### config.mk
export PLATFORM = sky130hd
export DESIGN_NAME = instruction_fetch_unit_flat
export DESIGN_NICKNAME = d
export VERILOG_FILES = /design/src/rtl/riscv_pkg.sv /design/src/rtl/instruction_fetch_unit_if.sv /design/src/rtl/program_counter.sv /design/src/rtl/instruction_fetch_unit.sv /design/src/flat_wrapper.sv
export SDC_FILE = /design/constraint.sdc
export NUM_CORES = 1
export LEC_CHECK = 0
export CORE_MARGIN = 4
export CORE_UTILIZATION = 50
export CTS_BUF_LIST = sky130_fd_sc_hd__clkbuf_2 sky130_fd_sc_hd__clkbuf_4 sky130_fd_sc_hd__clkbuf_8
export CTS_CLUSTER_SIZE = 20
export DETAILED_ROUTE_END_ITERATION = 7
export PLACE_DENSITY_LB_ADDON = 0.12
export RECOVER_POWER = 25
export SLEW_MARGIN = 20
export SYNTH_ARGS = -nofsm -noshare
export SYNTH_HDL_FRONTEND = slang
export SYNTH_SLANG_ARGS = --single-unit
### constraint.sdc
create_clock -name i_clk -period 6.56 [get_ports i_clk]
set_clock_uncertainty 0.2 [all_clocks]
set_input_delay 0.656 -clock i_clk [delete_from_list [all_inputs] [get_ports i_clk]]
set_output_delay 0.656 -clock i_clk [all_outputs]
set_load 0.01 [all_outputs]
### src/rtl/riscv_pkg.sv
`default_nettype none
// ----------------------------------------------------------------------------
// Package : riscv_pkg -- shared fetch-stage constants, state and PC-select types
// Rev     : 1.0
// ----------------------------------------------------------------------------
package riscv_pkg;

    localparam logic [31:0] c_nop      = 32'h0000_0013;
    localparam logic [31:0] c_reset_pc = 32'h0000_0000;

    typedef enum logic [2:0] {
        ST_IDLE    = 3'd0,
        ST_REQ     = 3'd1,
        ST_WAIT    = 3'd2,
        ST_OUT     = 3'd3,
        ST_DISCARD = 3'd4
    } fetch_state_t;

    typedef enum logic [1:0] {
        PC_HOLD     = 2'd0,
        PC_INC      = 2'd1,
        PC_REDIRECT = 2'd2
    } pc_sel_t;

    // Instructions are word aligned; the low two address bits carry no meaning.
    function automatic logic [31:0] align_word(input logic [31:0] a);
        return {a[31:2], 2'b00};
    endfunction

endpackage
`default_nettype wire

### src/rtl/instruction_fetch_unit_if.sv
`default_nettype none
// ----------------------------------------------------------------------------
// Interface : instruction_fetch_unit_if -- req/gnt/rvalid instruction-memory bus
// Rev       : 1.0
// ----------------------------------------------------------------------------
interface instruction_fetch_unit_if;

    logic        imem_req;
    logic [31:0] imem_addr;
    logic        imem_gnt;
    logic        imem_rvalid;
    logic [31:0] imem_rdata;

    modport master (
        output imem_req,
        output imem_addr,
        input  imem_gnt,
        input  imem_rvalid,
        input  imem_rdata
    );

    modport slave (
        input  imem_req,
        input  imem_addr,
        output imem_gnt,
        output imem_rvalid,
        output imem_rdata
    );

endinterface
`default_nettype wire

### src/rtl/program_counter.sv
`default_nettype none
// ----------------------------------------------------------------------------
// Module : program_counter -- PC register with hold / +4 / redirect next-PC mux
// Rev    : 1.0
// ----------------------------------------------------------------------------
module program_counter
    import riscv_pkg::*;
#(
    parameter logic [31:0] RESET_PC = c_reset_pc
)(
    input  logic        i_clk,
    input  logic        i_reset_n,
    input  pc_sel_t     i_sel,
    input  logic [31:0] i_target,
    output logic [31:0] o_pc
);

    logic [31:0] r_pc;
    logic [31:0] w_pc_next;

    // Increment wraps naturally at 2^32.
    always_comb begin
        w_pc_next = r_pc;
        unique case (i_sel)
            PC_INC:      w_pc_next = r_pc + 32'd4;
            PC_REDIRECT: w_pc_next = i_target;
            default:     w_pc_next = r_pc;
        endcase
    end

    always_ff @(posedge i_clk or negedge i_reset_n) begin
        if (!i_reset_n) begin
            r_pc <= RESET_PC;
        end else begin
            r_pc <= w_pc_next;
        end
    end

    assign o_pc = r_pc;

endmodule
`default_nettype wire

### src/rtl/instruction_fetch_unit.sv
`default_nettype none
// ----------------------------------------------------------------------------
// Module : instruction_fetch_unit -- single-outstanding fetch FSM feeding IF/ID
// Rev    : 1.0
// ----------------------------------------------------------------------------
module instruction_fetch_unit
    import riscv_pkg::*;
#(
    parameter logic [31:0] RESET_PC = c_reset_pc
)(
    input  logic                       i_clk,
    input  logic                       i_reset_n,
    input  logic                       i_stall,
    input  logic                       i_redirect,
    input  logic [31:0]                i_redirect_pc,
    instruction_fetch_unit_if.master   imem,
    output logic [31:0]                o_pc,
    output logic [31:0]                o_instruction,
    output logic                       o_valid
);

    fetch_state_t r_state;
    fetch_state_t w_state_next;
    pc_sel_t      w_pc_sel;
    logic         w_capture;
    logic         w_flush;
    logic [31:0]  w_pc;
    logic [31:0]  w_target;

    logic [31:0]  r_pc_out;
    logic [31:0]  r_instr;
    logic         r_valid;

    assign w_target = align_word(i_redirect_pc);

    program_counter #(
        .RESET_PC (RESET_PC)
    ) u_pc (
        .i_clk     (i_clk),
        .i_reset_n (i_reset_n),
        .i_sel     (w_pc_sel),
        .i_target  (w_target),
        .o_pc      (w_pc)
    );

    always_ff @(posedge i_clk or negedge i_reset_n) begin
        if (!i_reset_n) begin
            r_state <= ST_IDLE;
        end else begin
            r_state <= w_state_next;
        end
    end

    // Redirect is checked first in every state so it outranks stall and rvalid.
    always_comb begin
        w_state_next = r_state;
        w_pc_sel     = PC_HOLD;
        w_capture    = 1'b0;
        w_flush      = 1'b0;
        unique case (r_state)
            ST_IDLE: begin
                w_state_next = ST_REQ;
            end
            ST_REQ: begin
                if (i_redirect) begin
                    w_pc_sel     = PC_REDIRECT;
                    w_state_next = imem.imem_gnt ? ST_DISCARD : ST_REQ;
                end else if (imem.imem_gnt) begin
                    w_state_next = ST_WAIT;
                end
            end
            ST_WAIT: begin
                if (i_redirect) begin
                    w_pc_sel     = PC_REDIRECT;
                    w_state_next = imem.imem_rvalid ? ST_REQ : ST_DISCARD;
                end else if (imem.imem_rvalid) begin
                    w_capture    = 1'b1;
                    w_pc_sel     = PC_INC;
                    w_state_next = ST_OUT;
                end
            end
            ST_OUT: begin
                if (i_redirect) begin
                    w_flush      = 1'b1;
                    w_pc_sel     = PC_REDIRECT;
                    w_state_next = ST_REQ;
                end else if (!i_stall) begin
                    w_flush      = 1'b1;
                    w_state_next = ST_REQ;
                end
            end
            ST_DISCARD: begin
                // A redirect retargets the PC; the squashed response still
                // closes the outstanding request, so rvalid always leaves.
                if (i_redirect) begin
                    w_pc_sel = PC_REDIRECT;
                end
                if (imem.imem_rvalid) begin
                    w_state_next = ST_REQ;
                end
            end
            default: begin
                w_state_next = ST_IDLE;
            end
        endcase
    end

    always_ff @(posedge i_clk or negedge i_reset_n) begin
        if (!i_reset_n) begin
            r_pc_out <= 32'h0000_0000;
            r_instr  <= c_nop;
            r_valid  <= 1'b0;
        end else if (w_capture) begin
            r_pc_out <= w_pc;
            r_instr  <= imem.imem_rdata;
            r_valid  <= 1'b1;
        end else if (w_flush) begin
            r_valid  <= 1'b0;
        end
    end

    assign imem.imem_req  = (r_state == ST_REQ);
    assign imem.imem_addr = w_pc;

    assign o_pc          = r_pc_out;
    assign o_instruction = r_instr;
    assign o_valid       = r_valid;

endmodule
`default_nettype wire

### src/flat_wrapper.sv
// flat-port wrapper written by rule: the top's interface ports become plain ports
module instruction_fetch_unit_flat import riscv_pkg::*;
#(
    parameter logic [31:0] RESET_PC = c_reset_pc
)
  (i_clk, i_reset_n, i_stall, i_redirect, i_redirect_pc, o_pc, o_instruction, o_valid, imem_imem_req, imem_imem_addr, imem_imem_gnt, imem_imem_rvalid, imem_imem_rdata);
  instruction_fetch_unit_if imem_i ();
  input  logic i_clk;
  input  logic i_reset_n;
  input  logic i_stall;
  input  logic i_redirect;
  input  logic [31:0] i_redirect_pc;
  output logic [31:0] o_pc;
  output logic [31:0] o_instruction;
  output logic o_valid;
  output wire logic [$bits(imem_i.imem_req)-1:0] imem_imem_req;
  output wire logic [$bits(imem_i.imem_addr)-1:0] imem_imem_addr;
  input wire logic [$bits(imem_i.imem_gnt)-1:0] imem_imem_gnt;
  input wire logic [$bits(imem_i.imem_rvalid)-1:0] imem_imem_rvalid;
  input wire logic [$bits(imem_i.imem_rdata)-1:0] imem_imem_rdata;
  assign imem_imem_req = imem_i.imem_req;
  assign imem_imem_addr = imem_i.imem_addr;
  assign imem_i.imem_gnt = imem_imem_gnt;
  assign imem_i.imem_rvalid = imem_imem_rvalid;
  assign imem_i.imem_rdata = imem_imem_rdata;
  instruction_fetch_unit #(.RESET_PC(RESET_PC)) u_core (.i_clk(i_clk), .i_reset_n(i_reset_n), .i_stall(i_stall), .i_redirect(i_redirect), .i_redirect_pc(i_redirect_pc), .imem(imem_i), .o_pc(o_pc), .o_instruction(o_instruction), .o_valid(o_valid));
endmodule
# --- After elaboration in Yosys (flattened, before gate mapping) ---
# Index checks and enable logic that the tools add are counted.
classes:
  n_addsub: 1
  div_mod_pow: 0
  magnitude_cmp: 0
  n_mul: 0
  bitwise_logic: 0
  shift: 0
  muxes: 23
  n_reduce_logical: 5
  eq_ne: 10
ops:
  columns: ["op", "n"]
  rows:
  - ["$pmux 32 s2", 1]
  - ["$add 32x3->32 const B", 1]
  - ["$mux 3", 9]
  - ["$pmux 3 s5", 1]
  - ["$mux 1", 9]
  - ["$eq 3x2->1 const B", 2]
  - ["$ne 3x3->1 const B", 2]
  - ["$mux 2", 2]
  - ["$pmux 2 s2", 1]
  - ["$reduce_and 4->1", 1]
  - ["$reduce_bool 2->1", 2]
  - ["$eq 3x1->1 const B", 1]
  - ["$eq 3x3->1 const B", 1]
  - ["$logic_not 3->1", 1]
  - ["$ne 3x2->1 const B", 1]
  - ["$reduce_or 3->1", 1]
  - ["$eq 2x1->1 const B", 1]
  - ["$eq 2x2->1 const B", 1]
  - ["$ne 2x2->1 const B", 1]
totals:
  in_bits: 70
  mem_bits_ro: 0
  ff_bits: 100
  latch_bits: 0
  elab_cells: 44
  mem_count: 0
  ramBits: 0

# --- Logic depth before layout (Yosys ltp) ---
logic_depth:
  depth_word: 5
  depth_mapped: 12
  ltp_nobuf: 9

# --- Cells and area by module ---
# From an unflattened synthesis, not the netlist that was laid out.
unflattened:
  cells_unflattened: 410
  area_unflattened_um2: 4931.0
modules_own_cells:
  columns: ["mod", "cells_per_inst", "area_per_inst_um2", "instances"]
  rows:
  - ["instruction_fetch_unit", 166, 2855.2, 1]
  - ["program_counter", 244, 2075.7, 1]

# --- Least setup slack after synthesis ---
# Ideal clock, no wire load.
synth_timing:
  path_type: "input to register"
  startpoint: "input imem_imem_rvalid"
  endpoint: "register u_core.u_pc.r_pc[21], in the netlist u_core.u_pc.o_pc[21]"
  setup_ns: 0.070
  stages: 10
  n_path_buf: 3
  required_ns: 6.290
  t_arrival_ns: 2.724
  slack_ns: 3.566
  path_cell_list: "nand3_1 > nor2_1 > buf_2 > inv_1 > ha_1 > clkbuf_1 > or2_2 > clkbuf_1 > or4_1 > nand3_1"
synth_between:
  elab_chain_cells: 5
  word_cells_on_any_way: 7
  classes_between: "eq/ne: 2; mux: 4; reduce/logical: 1"
synth_lines:
  columns: ["item", "line", "text"]
  rows:
  - ["start, declared", "flat_wrapper.sv:19", "input wire logic [$bits(imem_i.imem_rvalid)-1:0] imem_imem_rvalid;"]
  - ["$mux 1 *", "instruction_fetch_unit.sv:76", "end else if (imem.imem_rvalid) begin"]
  - ["$mux 2 *", "instruction_fetch_unit.sv:73", "if (i_redirect) begin"]
  - ["$pmux 2 s2 *", "instruction_fetch_unit.sv:60", "unique case (r_state)"]
  - ["$eq 2x2->1 or $eq 2x1->1 (tied branches)", "program_counter.sv:24", "unique case (i_sel)"]
  - ["$pmux 32 s2 or $reduce_bool 2->1 (tied branches)", null, null]
  - ["end signal, assigned", "program_counter.sv:35", "r_pc <= w_pc_next;"]
  - ["end, declared", "program_counter.sv:18", "logic [31:0] r_pc;"]
# Every way passes the cells marked *; elsewhere a longest branch is shown, timed or not.
# A chain may end at the register's enable or synchronous reset.

# --- Worst setup path in the final report ---
layout_timing:
  startpoint: "input imem_imem_rvalid"
  endpoint: "register u_core.u_pc.r_pc[31], in the netlist u_core.u_pc.o_pc[31]"
# Same word-level chain as after synthesis.

==> results by group <==
Run status
  – Status: complete, but fails checks
  – Violated checks: max-capacitance violations, max-slew violations

STA
  – Final period util: 54.0%
  – Worst setup margin: 3.02 ns
  – Unrepaired setup endpoints after global routing: no
  – Max transition margin: -65.9%
  – Peak Freq: about 280 MHz
  – Sum Neg Setup Slack: 0 ns
  – Fin crit period: 3.54 ns
  – Final Max Tran Viols: 48
  – Final setup vio count: 0
  – Final count of hold timing violations: 0
  – Worst-Margin Slew: approximately 2.5 ns

Clock tree
  – Setup Fix Bufs, Post-CTS: 0
  – CTS sink cnt: 96
  – CTS tree: built
  – H-tree levels: 3
  – CTS buffer count: 9
  – Clk_lat worst skew: between 0.3 and 0.4 ns
  – Root Driver: clkbuf_8
  – CTS resizes: 0
  – Clock-pin slew on the worst setup and hold paths: 0.09 ns
  – # hold bufs at CTS: 0
  – Clock buffer depth: 2

Drt
  – Final ANT Viol Nets: 0
  – Vias: around 4k
  – WL/cell: 18.0 µm
  – Total Wirelength: between 10000 and 15000 µm
  – DRC Markers: 0
  – 1st-pass router iterations: 5
  – 1st-iter DRT viols: 321
  – Vias per cell: 5.84

Pwr
  – Worst vdd ir: roughly 210 µV
  – Power density cells: about 430 mW/mm²
  – Leakage power: 0.00267 µW
  – PnR Total Power: 2780 µW

Yosys
  – EDFF count, synth: 0
  – Syn Inst Count: 412
  – Synthesized area per cell: 11.2 µm²
  – Synth cell types: 59
  – Top FF cell, synth: dfrtp_1
  – Mapped cell area: between 0.004 and 0.005 mm²
  – Register area share after synthesis: 52.4%
  – Yosys reg bits: 96
  – Syn. warnings: 0
  – Post-synth ARST share: 100%

Worst setup path
  – Max stage delay on crit path: ~0.6 ns
  – CP bufs+invs: 4
  – Crit-path max FO: between 40 and 50
  – Cell family with most CP delay: buffers and inverters
  – CP Cell Sequence: dlygate4sd3_1, nand3_1, nor2_4, inv_1, ha_1, buf_4, inv_1, nor2_1, a22o_1, or3_1
  – Req. time, crit path: roughly 6.6 ns
  – WP data arrival: roughly 3.6 ns
  – CP dominant cell by count: inv_1
  – CP Capture Type: flip-flop
  – Critical path's slowest cell: dlygate4sd3_1
  – Startpoint types: input port
  – Crit Path Class: in -> reg

Cells and area
  – Area of the multi-input gates: between 0.002 and 0.0025 mm²
  – Fillers: 672
  – Storage cell area: approximately 0.0024 mm²
  – Nets: roughly 640
  – Most frequent cells in the layout: clkdlybuf4s50_1, dfrtp_1, mux2_2, o21ai_0, nor2_1
  – Area delta synth->final: 40.6%
  – Antenna Cells: 0
  – Layout cells sized above 1: between 15 and 20%
  – Commonest non-fill, non-tap cell in the layout: clkdlybuf4s50_1
  – Fin util: around three quarters

Floorplan
  – Die area: around 0.011 mm²
  – Core ar.: a little under 0.009 mm²
  – Row cnt: 34
  – I/O pin count: approximately 170
  – Die height: 104 µm
  – Initial Util: between 50% and 60%
  – DIE WIDTH: a little over 100 µm

Hold path
  – Tightest Hold Check Type: reg -> reg

Place
  – RePlAce Congestion: 0.877
  – Port Buffer Count: between 150 and 200
  – Post-DP HPWL: slightly below 9000 µm
  – Placement Setup Slack: around 2.8 ns

Global routing
  – Largest net degree at the start of global routing: 63
  – Initial antenna violation count: 0
  – Overflow after GRT: 0
  – Vias in the first global route: 4035
  – First-pass GRT wire length: ~21000 µm
  – Global Route Usage Sum: about 23%

Run
  – Max Cap Violations: 1
==> routing by layer <==
metal	vias up	wire length, µm	track usage (%)
met2	155	6060	38.7
met5	-	0	0
li1	1834	-	-
met4	0	190	6.84
met3	16	861	5.59
met1	1958	5130	30.2
==> power by group <==
part	internal (µW)	switching, µW	leakage (µW)	total, µW
clock	161	210	0.0000959	371
sequential	845	253	0.00118	1100
combinational	747	566	0.00140	1310
==> worst reg2reg max path, stage by stage, from the launching register on <==
cell and delay [ns]:
dfrtp_1 0.49, nor2b_1 0.21, nand3_1 0.17, nor2_4 0.12, inv_1 0.05, ha_1 0.18, buf_4 0.26, inv_1 0.59
nor2_1 0.38, a22o_1 0.26, or3_1 0.30
==> cells in the mapped netlist (all sizes together), types with 2 or more instances <==
library cell  instances  area [µm²]
inv                  13        48.8
clkbuf               12        45.0
buf                  14        76.3
o311ai                2        17.5
nor3                 11        55.1
a31oi                 2        12.5
dfstp                 3        78.8
nand4b                2        17.5
a32oi                 2        17.5
nand2                20        75.1
a211oi                3        22.5
o22ai                 2        12.5
and4                  2        17.5
o211ai                3        22.5
nor2b                 3        18.8
nor4b                 2        17.5
nand4                11        83.8
dfrtp                93        2330
ha                    2        25.0
a311oi                4        35.0
a311o                 3        30.0
or3                   5        31.3
o21ai                24         120
nand3b                2        15.0
and2                  6        38.8
o41ai                 2        17.5
and3                  9        56.3
o311a                 2        20.0
nor4                  5        37.5
nor2                 22        82.6
a211o                 2        17.5
nor3b                 2        15.0
or4                   3        23.8
a22oi                 9        67.6
mux2                 63         709
nand3                19        95.1
a21oi                12        60.1
==> sequential cells by signal, summed over array words and instances (netlist names) <==
name                  cells
u_core.o_instruction     32
u_core.o_pc              30
u_core.u_pc.o_pc         30
u_core.r_state            3
u_core.o_valid            1
==> layout make-up <==
class / instances / area share, %
clock buffer: 11 / 2.34
clock inverter: 5 / 0.600
inverter: 13 / 0.755
multi-input combinational: 280 / 31.5
sequential: 96 / 37.2
tap: 108 / 2.09
timing repair buffer: 166 / 25.4
==> cells by family after synthesis <==
logic type / after synthesis / synth area share, %
AOI/OAI and AO/OA: 83 / 12.4
muxes: 64 / 15.7
adders and majority gates: 2 / 0.544
other: 1 / 0.0816
buffers and inverters: 39 / 3.70
and+or+nand+nor: 127 / 15.3
DFF: 96 / 52.4
==> per-stage QoR <==
step	hold WS, ns	std cells	area, µm²
final	0.311	679	6460
after global placement	0.288	663	6270
after CTS	0.100	679	6460
after global routing	0.332	679	6460
after detailed placement	0.295	663	6270
after floorplan	0.160	415	4610
==> final timing paths <==
kind                       slack [ns]                        to                      from  depth (start not counted)
hold / removal                   0.31  u_core.o_instruction[27]  u_core.o_instruction[27]                          1
hold reg to reg                  0.31  u_core.o_instruction[27]  u_core.o_instruction[27]                          1
setup / recovery                 3.02      u_core.u_pc.o_pc[31]          imem_imem_rvalid                         10
setup reg to reg                 3.23      u_core.u_pc.o_pc[31]         u_core.r_state[1]                         10
min in group asynchronous        0.85            u_core.o_pc[2]                 i_reset_n                          1
max in group asynchronous        3.59  u_core.o_instruction[18]                 i_reset_n                          2
No activity file was read; power rests on OpenSTA's default activity.
